==> src/rtl/router_pkg.sv <==
// rtl/router_pkg.sv - shared types and sizes for the packet router
// Contents: state_t (router FSM states), FIFO_DEPTH, DATA_W, LEN_W, PTR_W.
package router_pkg;

    localparam int FIFO_DEPTH = 16;
    localparam int DATA_W     = 8;
    localparam int LEN_W      = 6;
    localparam int PTR_W      = $clog2(FIFO_DEPTH);

    typedef enum logic [1:0] {
        IDLE         = 2'd0,
        LOAD_DATA    = 2'd1,
        LOAD_PARITY  = 2'd2,
        CHECK_PARITY = 2'd3
    } state_t;

endpackage

==> src/rtl/router_if.sv <==
// rtl/router_if.sv - writer/reader bus of the packet router
// Signals: data_in, pkt_valid, read_enb (driven by master); data_out, vld_out,
// busy, error (driven by slave). master = writer/reader side, slave = router.
interface router_if;
    import router_pkg::*;

    logic [DATA_W-1:0] data_in;
    logic              pkt_valid;
    logic              read_enb;
    logic [DATA_W-1:0] data_out;
    logic              vld_out;
    logic              busy;
    logic              error;

    modport master (
        output data_in, pkt_valid, read_enb,
        input  data_out, vld_out, busy, error
    );

    modport slave (
        input  data_in, pkt_valid, read_enb,
        output data_out, vld_out, busy, error
    );

endinterface

==> src/rtl/router_fifo.sv <==
// rtl/router_fifo.sv - 16x8 synchronous FIFO with registered read data
// Ports: clock, rst (sync, active-high), push/din (write), pop (read request),
// full, empty, dout (byte popped on the previous pop, held otherwise).
// Push while full and pop while empty are ignored.
module router_fifo
    import router_pkg::*;
(
    input  logic              clock,
    input  logic              rst,
    input  logic              push,
    input  logic [DATA_W-1:0] din,
    input  logic              pop,
    output logic              full,
    output logic              empty,
    output logic [DATA_W-1:0] dout
);

    localparam logic [PTR_W:0] FULL_COUNT = (PTR_W + 1)'(FIFO_DEPTH);

    logic [DATA_W-1:0] mem [FIFO_DEPTH];
    logic [PTR_W-1:0]  wr_ptr;
    logic [PTR_W-1:0]  rd_ptr;
    logic [PTR_W:0]    count;
    logic              do_push;
    logic              do_pop;

    assign full    = (count == FULL_COUNT);
    assign empty   = (count == '0);
    assign do_push = push && !full;
    assign do_pop  = pop && !empty;

    // Pointers are PTR_W bits wide so they wrap modulo FIFO_DEPTH naturally.
    always_ff @(posedge clock) begin
        if (rst) begin
            wr_ptr <= '0;
            rd_ptr <= '0;
            count  <= '0;
            dout   <= '0;
        end else begin
            if (do_push) begin
                wr_ptr <= wr_ptr + 1'b1;
            end
            if (do_pop) begin
                rd_ptr <= rd_ptr + 1'b1;
                dout   <= mem[rd_ptr];
            end
            case ({do_push, do_pop})
                2'b10:   count <= count + 1'b1;
                2'b01:   count <= count - 1'b1;
                default: count <= count;
            endcase
        end
    end

    always_ff @(posedge clock) begin
        if (do_push) begin
            mem[wr_ptr] <= din;
        end
    end

endmodule

==> src/rtl/router_modport.sv <==
// rtl/router_modport.sv - packet router: framing FSM, parity check, output FIFO
// Ports: clock, rst (sync, active-high), bus (router_if.slave: data_in,
// pkt_valid, read_enb in; data_out, vld_out, busy, error out).
// Packet = header (L in [7:2]), L payload bytes, parity byte; all bytes are
// stored in the FIFO. Parity checking is built only with ROUTER_PARITY_CHECK_EN;
// otherwise error is tied low.
module router_modport
    import router_pkg::*;
(
    input  logic     clock,
    input  logic     rst,
    router_if.slave  bus
);

    state_t state;
    state_t state_next;
    logic   push;
    logic   full;
    logic   empty;

    router_fifo u_fifo (
        .clock (clock),
        .rst   (rst),
        .push  (push),
        .din   (bus.data_in),
        .pop   (bus.read_enb),
        .full  (full),
        .empty (empty),
        .dout  (bus.data_out)
    );

    assign bus.busy    = full || (state == CHECK_PARITY);
    assign bus.vld_out = !empty;

    always_ff @(posedge clock) begin
        if (rst) begin
            state <= IDLE;
        end else begin
            state <= state_next;
        end
    end

    // push is only raised when busy is low, so no byte is ever taken while busy.
    // Leaving LOAD_DATA on pkt_valid=0 stores nothing; the parity byte is the
    // data_in value at the next non-busy cycle in LOAD_PARITY.
    always_comb begin
        state_next = state;
        push       = 1'b0;
        case (state)
            IDLE: begin
                if (bus.pkt_valid && !bus.busy) begin
                    push       = 1'b1;
                    state_next = LOAD_DATA;
                end
            end
            LOAD_DATA: begin
                if (!bus.pkt_valid) begin
                    state_next = LOAD_PARITY;
                end else if (!bus.busy) begin
                    push = 1'b1;
                end
            end
            LOAD_PARITY: begin
                if (!bus.busy) begin
                    push       = 1'b1;
                    state_next = CHECK_PARITY;
                end
            end
            CHECK_PARITY: begin
                state_next = IDLE;
            end
            default: begin
                state_next = IDLE;
            end
        endcase
    end

`ifdef ROUTER_PARITY_CHECK_EN
    logic [DATA_W-1:0] parity_calc;
    logic [DATA_W-1:0] parity_rx;
    logic              error_q;

    // parity_calc restarts from the header so a packet cut short by reset
    // leaves no residue in the next packet's check.
    always_ff @(posedge clock) begin
        if (rst) begin
            parity_calc <= '0;
            parity_rx   <= '0;
            error_q     <= 1'b0;
        end else begin
            if (push) begin
                case (state)
                    IDLE:        parity_calc <= bus.data_in;
                    LOAD_DATA:   parity_calc <= parity_calc ^ bus.data_in;
                    LOAD_PARITY: parity_rx   <= bus.data_in;
                    default:     parity_calc <= parity_calc;
                endcase
            end
            if (push && (state == IDLE)) begin
                error_q <= 1'b0;
            end else if (state == CHECK_PARITY) begin
                error_q <= (parity_calc != parity_rx);
            end
        end
    end

    assign bus.error = error_q;
`else
    assign bus.error = 1'b0;
`endif

endmodule

==> src/flat_wrapper.sv <==
// flat-port wrapper written by rule: the top's interface ports become plain ports
module router_modport_flat import router_pkg::*;
  (clock, rst, bus_data_in, bus_pkt_valid, bus_read_enb, bus_data_out, bus_vld_out, bus_busy, bus_error);
  router_if bus_i ();
  input  logic clock;
  input  logic rst;
  input wire logic [$bits(bus_i.data_in)-1:0] bus_data_in;
  input wire logic [$bits(bus_i.pkt_valid)-1:0] bus_pkt_valid;
  input wire logic [$bits(bus_i.read_enb)-1:0] bus_read_enb;
  output wire logic [$bits(bus_i.data_out)-1:0] bus_data_out;
  output wire logic [$bits(bus_i.vld_out)-1:0] bus_vld_out;
  output wire logic [$bits(bus_i.busy)-1:0] bus_busy;
  output wire logic [$bits(bus_i.error)-1:0] bus_error;
  assign bus_i.data_in = bus_data_in;
  assign bus_i.pkt_valid = bus_pkt_valid;
  assign bus_i.read_enb = bus_read_enb;
  assign bus_data_out = bus_i.data_out;
  assign bus_vld_out = bus_i.vld_out;
  assign bus_busy = bus_i.busy;
  assign bus_error = bus_i.error;
  router_modport u_core (.clock(clock), .rst(rst), .bus(bus_i));
endmodule
==> config.mk <==
export PLATFORM = sky130hd
export DESIGN_NAME = router_modport_flat
export DESIGN_NICKNAME = d
export VERILOG_FILES = /design/src/rtl/router_pkg.sv /design/src/rtl/router_if.sv /design/src/rtl/router_fifo.sv /design/src/rtl/router_modport.sv /design/src/flat_wrapper.sv
export SDC_FILE = /design/constraint.sdc
export NUM_CORES = 1
export LEC_CHECK = 0
export CAP_MARGIN = 20
export CORE_UTILIZATION = 60
export CTS_BUF_LIST = sky130_fd_sc_hd__clkbuf_8
export DETAILED_ROUTE_END_ITERATION = 7
export HOLD_SLACK_MARGIN = 0.12
export PLACE_DENSITY = 0.81
export SETUP_SLACK_MARGIN = 0.3
export SLEW_MARGIN = 20
export SYNTH_ARGS = -nofsm -noshare
export SYNTH_HDL_FRONTEND = slang
export SYNTH_HIERARCHICAL = 1
export SYNTH_SLANG_ARGS = --single-unit
==> constraint.sdc <==
create_clock -name clock -period 5.16 [get_ports clock]
set_clock_uncertainty 0.05 [all_clocks]
set_input_delay 1.29 -clock clock [delete_from_list [all_inputs] [get_ports clock]]
set_output_delay 1.29 -clock clock [all_outputs]
set_load 0.005 [all_outputs]
==> results of run 1 <==
path summary, 6_finish.rpt:
| kind | startpoint | end | slack, ns | depth (start not counted) |
|---|---|---|---|---|
| worst max-delay path | bus_pkt_valid | u_core/u_fifo/count[4]$_SDFFE_PP0P_ | 1.21 | 12 |
| worst min-delay path | u_core/state[1]$_SDFFE_PP0P_ | u_core/state[1]$_SDFFE_PP0P_ | 0.49 | 2 |
| worst max register to register | u_core/u_fifo/count[0]$_SDFFE_PP0P_ | u_core/u_fifo/count[4]$_SDFFE_PP0P_ | 1.62 | 13 |
| worst min register to register | u_core/state[1]$_SDFFE_PP0P_ | u_core/state[1]$_SDFFE_PP0P_ | 0.49 | 2 |
power by group through the flow:
stage	Clock, W	Combinational [W]	Sequential, W
after floorplan	0	0.000586	0.00152
after global placement	0	0.000772	0.00153
after detailed placement	0	0.000805	0.00154
final	0.000888	0.000813	0.00151
after CTS	0.000904	0.000812	0.00151
after global routing	0.000955	0.000890	0.00152
metrics by stage:
stage,worst slack (ns),instance area [um2],instances
3_3_place_gp,0.903,6520,523
5_1_grt,1.00,6920,554
6_report,1.21,6920,554
4_1_cts,1.25,6920,554
2_1_floorplan,1.58,6220,384
3_5_place_dp,0.826,6520,523
routing by layer:
layer	track usage	part of all wire	vias to the layer above
met2	0.374	0.50	115
met3	0.0510	0.050	19
met1	0.310	0.42	1698
li1	-	-	1517
met5	0	0	-
met4	0.112	0.022	0
worst max-delay path, cell delays in order:
cell and delay (ns):
clkdlybuf4s50_1 0.47, o21ai_0 0.08, a21oi_1 0.14, a21boi_2 0.43
inv_1 0.09, ha_1 0.27, ha_1 0.33, nor2b_1 0.16
o21ai_0 0.23, a21oi_1 0.10, or3b_1 0.36, mux2_2 0.27
placed cells by master (no fill, tap or decap), types with 6 or more instances in the layout:
| cell type | instances |
|---|---|
| inv_1 | 13 |
| clkdlybuf4s50_1 | 21 |
| ha_1 | 14 |
| nand2_1 | 6 |
| a22oi_1 | 8 |
| o22ai_1 | 16 |
| edfxtp_1 | 128 |
| mux4_2 | 16 |
| clkbuf_8 | 17 |
| a311oi_2 | 8 |
| a21oi_1 | 6 |
| buf_4 | 6 |
| dfxtp_1 | 22 |
| nor2_1 | 45 |
| mux2i_1 | 35 |
registers in the layout (all words and copies together) (netlist names):
name	cells
u_core/u_fifo/wr_ptr	4
u_core/state	2
u_core/u_fifo/count	5
u_core/u_fifo/rd_ptr	4
u_core/u_fifo/dout	8
u_core/u_fifo/mem	128
kinds of logic after synthesis:
kind of cell,Yosys count,synth area share
XOR/XNOR,8,0.0125
AND/OR/NAND/NOR,79,0.0603
flip-flops,151,0.692
multiplexers,52,0.116
other,1,0.000603
adder cells (fa/ha/maj),15,0.0314
AO/OA/AOI/OAI,46,0.0613
buffers and inverters,32,0.0261
layout make-up:
class / count / share of cell area
clock inverters: 14 / 0.0233
flip-flops and latches: 151 / 0.622
well taps: 133 / 0.0241
repair buffers: 27 / 0.0369
clock buffers: 17 / 0.0338
multi-input cells: 201 / 0.254
inverters: 11 / 0.00597
==> flow_metrics.tcl, run 1 <==
set metrics [dict create \
    viasPerCell 6.05 \
    ant_nets 0 \
    worstSetupPathType "input pin to flop" \
    critPathRequiredTime_ns 5.43 \
    cellPowerDensity_nw_per_um2 464 \
    synthCells 384 \
    hpwl_mm 7.47 \
    tns_ns 0 \
    p_int_w 0.00228 \
    drc_errors 0 \
    vias 3349 \
    postCtsSetupBuffers 0 \
    crit_arrival_ns 4.22 \
    place_congestion 0.796 \
    startpoint_type "input pin" \
    cts_buffers 17 \
    syn-cell-area_um2 6220 \
    avgRoutedWirePerCell_um 20.8 \
    worst_pin_slew_ns 1.04 \
    start_util 0.628 \
    swShare 0.290 \
    grt_pass1_wl_mm 18.4 \
    synthesis.nets 411 \
    ys_seq_elements 151 \
    wl_mm 11.5 \
    grt-ovfl-total 0 \
    multi_input_area_um2 1760 \
    hold_viol_final 0 \
    htreeDepth 4 \
    ff_latch_area_um2 4310 \
    synthTopCellsByArea "edfxtp_1 62%, dfxtp_1 7.4%, mux4_2 5.8%, mux2i_1 5.6%, ha_1 2.8%" \
    first_global_vias 3372 \
    synth_area_per_cell_um2 16.2 \
    cp-end-kind "flop" \
    fin_util 0.698 \
    yosys.area.top_type "edfxtp_1" \
    num-nets-final 436 \
    rsz0062_at_grt "no" \
    drtIter0Drc 256 \
    slew_violations 0 \
    ir_drop_v 0.000240 \
    rows 36 \
    fin_crit_ns 3.95 \
    cts_tree "built" \
    coreArea_um2 9910 \
    cts_num_sinks 151 \
    grt_max_degree 28 \
    area_growth_pct 11.2 \
    ios 23 \
    cts-resized-gates 0 \
    report.power.total_w 0.00321 \
    comb_power_share 0.253 \
    die_h_um 104 \
    hold_buffers 0 \
    cts_root_buf "clkbuf_8" \
    antenna_found_initial 0 \
    power.share.clock 0.277 \
    finalCritPeriodShare 0.765 \
    drive_above_1_share 0.164 \
    clkSlewWorstSetupHoldPaths_ns 0.08 \
    status "finished clean" \
    async_reset_ff_frac 0 \
    portBuffers 21 \
    hp-class "flop to flop" \
    fillers 627 \
    pwr-share-seq 0.470 \
    crit_path_max_fanout 9 \
    setup_violations 0 \
    synthFlopType "edfxtp_1" \
    p_leak_nw 2.20 \
    yosysMostFrequentCell "edfxtp_1" \
    clock_path_buffers 2 \
    clk_latency_ns 0.43 \
    ys_warn_count 6 \
    switchingPower_w 0.000932 \
    timing.hold.ws_ns 0.488 \
    fp.dieArea_um2 10800 \
    fmax_mhz 253 \
    yosysSeqAreaShare 0.692 \
    synthTopCellsByCount "128 x edfxtp_1, 45 x nor2_1, 35 x mux2i_1, 23 x dfxtp_1" \
    grt_usage 0.235 \
    dr.pass1.iters 5 \
    synth_edf_count 128 \
    slew_headroom 0.303 \
    drv_cap 0 \
    die_width_um 104 \
    ys_types 45 \
    antenna_cells 0 \
    synth_top_area_frac 0.618 \
]
Note: power is estimated with default switching activity, not from simulation.
==> inputs of run 2 (changes only) <==
Clock period 5.16 ns to 4.05 ns, I/O delays scaled along.
==> run 2 against run 1 <==
  * Critical path depth unchanged
  * Cell count up 2.7%
  * Final area is 1.4% higher
  * Global-route usage decreased by 0.23 points
  * Die area is the same
  * Via count shrank 0.30%
  * Non-clock buffer count up 14
  * Clock-buffer cell count up 3
  * Combinational power up 25%
  * Sequential share of layout area down 0.85 points
  * Core utilization grew 0.97 points
  * Worst hold slack worse by 0.0023 ns
  * Critical endpoint unchanged
  * Largest cell class unchanged
==> flow_metrics.tcl, run 2 (same netlist as run 1, synthesis figures left out) <==
set metrics [dict create \
    area_growth_pct 12.7 \
    hold_buffers 0 \
    grt_pass1_wl_mm 18.3 \
    postCtsSetupBuffers 0 \
    ir_drop_v 0.000301 \
    fp.dieArea_um2 10800 \
    place_congestion 0.782 \
    worst_pin_slew_ns 0.865 \
    first_global_vias 3360 \
    hold_viol_final 0 \
    clk_latency_ns 0.42 \
    die_width_um 104 \
    crit_family "compound AO/OA/AOI/OAI gates" \
    slew_violations 0 \
    setup_violations 0 \
    tns_ns 0 \
    htreeDepth 4 \
    regMostFlops "u_core/u_fifo/mem" \
    drive_above_1_share 0.186 \
    reg_top3 "u_core/u_fifo/mem: 128 flops, u_core/u_fifo/dout: 8 flops, u_core/u_fifo/count: 5 flops" \
    wl_mm 11.4 \
    rows 36 \
    clkSlewWorstSetupHoldPaths_ns 0.07 \
    die_h_um 104 \
    antenna_found_initial 0 \
    portBuffers 21 \
    drtIter0Drc 365 \
    start_util 0.628 \
    crit_path_max_fanout 4 \
    fmax_mhz 294 \
    slew_headroom 0.424 \
    cpMaxStageDelayCell "clkdlybuf4s50_1" \
    viasPerCell 5.87 \
    fin_util 0.708 \
    cts_buffers 17 \
    final_common_cell "edfxtp_1" \
    startpoint_type "input pin" \
    grt_max_degree 29 \
    critPathRequiredTime_ns 4.31 \
    coreArea_um2 9910 \
    rsz0062_at_grt "no" \
    status "finished clean" \
    hp-class "flop to flop" \
    cellPowerDensity_nw_per_um2 575 \
    num-nets-final 450 \
    p_leak_nw 2.28 \
    cts_root_buf "clkbuf_8" \
    fillers 656 \
    grt-ovfl-total 0 \
    cts_tree "built" \
    cts-resized-gates 0 \
    drv_cap 0 \
    cp-end-kind "flop" \
    report.power.total_w 0.00404 \
    largest_reg_flops 128 \
    timing.hold.ws_ns 0.485 \
    ant_nets 0 \
    worstSetupPathType "input pin to flop" \
    clock_path_buffers 2 \
    crit_arrival_ns 3.66 \
    hpwl_mm 7.34 \
    cp_num_buf_inv 2 \
    max_stage_delay_ns 0.48 \
    drc_errors 0 \
    fin_crit_ns 3.40 \
    mostFrequentLayoutCells "128 x edfxtp_1, 45 x nor2_1, 35 x mux2i_1" \
    vias 3339 \
    finalCritPeriodShare 0.840 \
    dr.pass1.iters 5 \
    crit_chain "clkdlybuf4s50_1 -> o21ai_0 -> a21oi_1 -> a21boi_2 -> inv_1 -> ha_1 -> ha_1 -> nor2b_1 -> o21ai_0 -> a21oi_1 -> or3b_1 -> mux2_2" \
    avgRoutedWirePerCell_um 20.0 \
    ios 23 \
    grt_usage 0.233 \
    antenna_cells 0 \
    cts_num_sinks 151 \
]
[run 2: cell type report]
class,count,area (um2),share of cell area
inverters,11,41.3,0.00589
repair buffers,41,360,0.0514
clock inverters,12,111,0.0159
flip-flops and latches,151,4310,0.614
clock buffers,20,275,0.0392
multi-input cells,201,1760,0.250
well taps,133,166,0.0237
[run 2: per-stage QoR]
stage / instance area [um2] / setup slack, ns / std cells
3_3_place_gp: 6630 / 0.333 / 537
6_report: 7020 / 0.649 / 569
2_1_floorplan: 6220 / 0.750 / 384
4_1_cts: 7020 / 0.676 / 569
3_5_place_dp: 6630 / 0.255 / 537
5_1_grt: 7020 / 0.375 / 569
[run 2: worst reg2reg max path, cell delays in order (launching register included)]
cell and delay (ns):
dfxtp_1 0.35, nor4_1 0.46, and2_1 0.21, or2_2 0.13, a21oi_1 0.04, a21boi_2 0.16
inv_1 0.07, ha_1 0.22, inv_1 0.11, fa_1 0.39, nor2b_1 0.16, o21ai_0 0.13
nand3_1 0.10, or3b_1 0.37, mux2_2 0.28
[run 2: per-layer routing]
layer,up-vias,part of all wire,GRT usage
li1,1543,-,-
met1,1631,0.41,0.319
met2,146,0.50,0.360
met3,19,0.070,0.0548
met4,0,0.020,0.101
met5,-,0,0
[run 2: final timing paths]
check / from / end / slack, ns / depth (start not counted)
hold / removal: u_core/u_fifo/dout[5]$_SDFFE_PP0P_ / u_core/u_fifo/dout[5]$_SDFFE_PP0P_ / 0.49 / 2
hold reg to reg: u_core/u_fifo/dout[5]$_SDFFE_PP0P_ / u_core/u_fifo/dout[5]$_SDFFE_PP0P_ / 0.49 / 2
setup / recovery: bus_pkt_valid / u_core/u_fifo/count[4]$_SDFFE_PP0P_ / 0.65 / 12
setup reg to reg: u_core/u_fifo/count[0]$_SDFFE_PP0P_ / u_core/u_fifo/count[4]$_SDFFE_PP0P_ / 0.69 / 14
[run 2: where the power goes]
group          internal, W  switching, W  leakage (nW)
clock network     0.000583      0.000498         0.199
registers          0.00184     0.0000939          1.34
logic             0.000480      0.000544         0.735
total              0.00290       0.00114          2.28
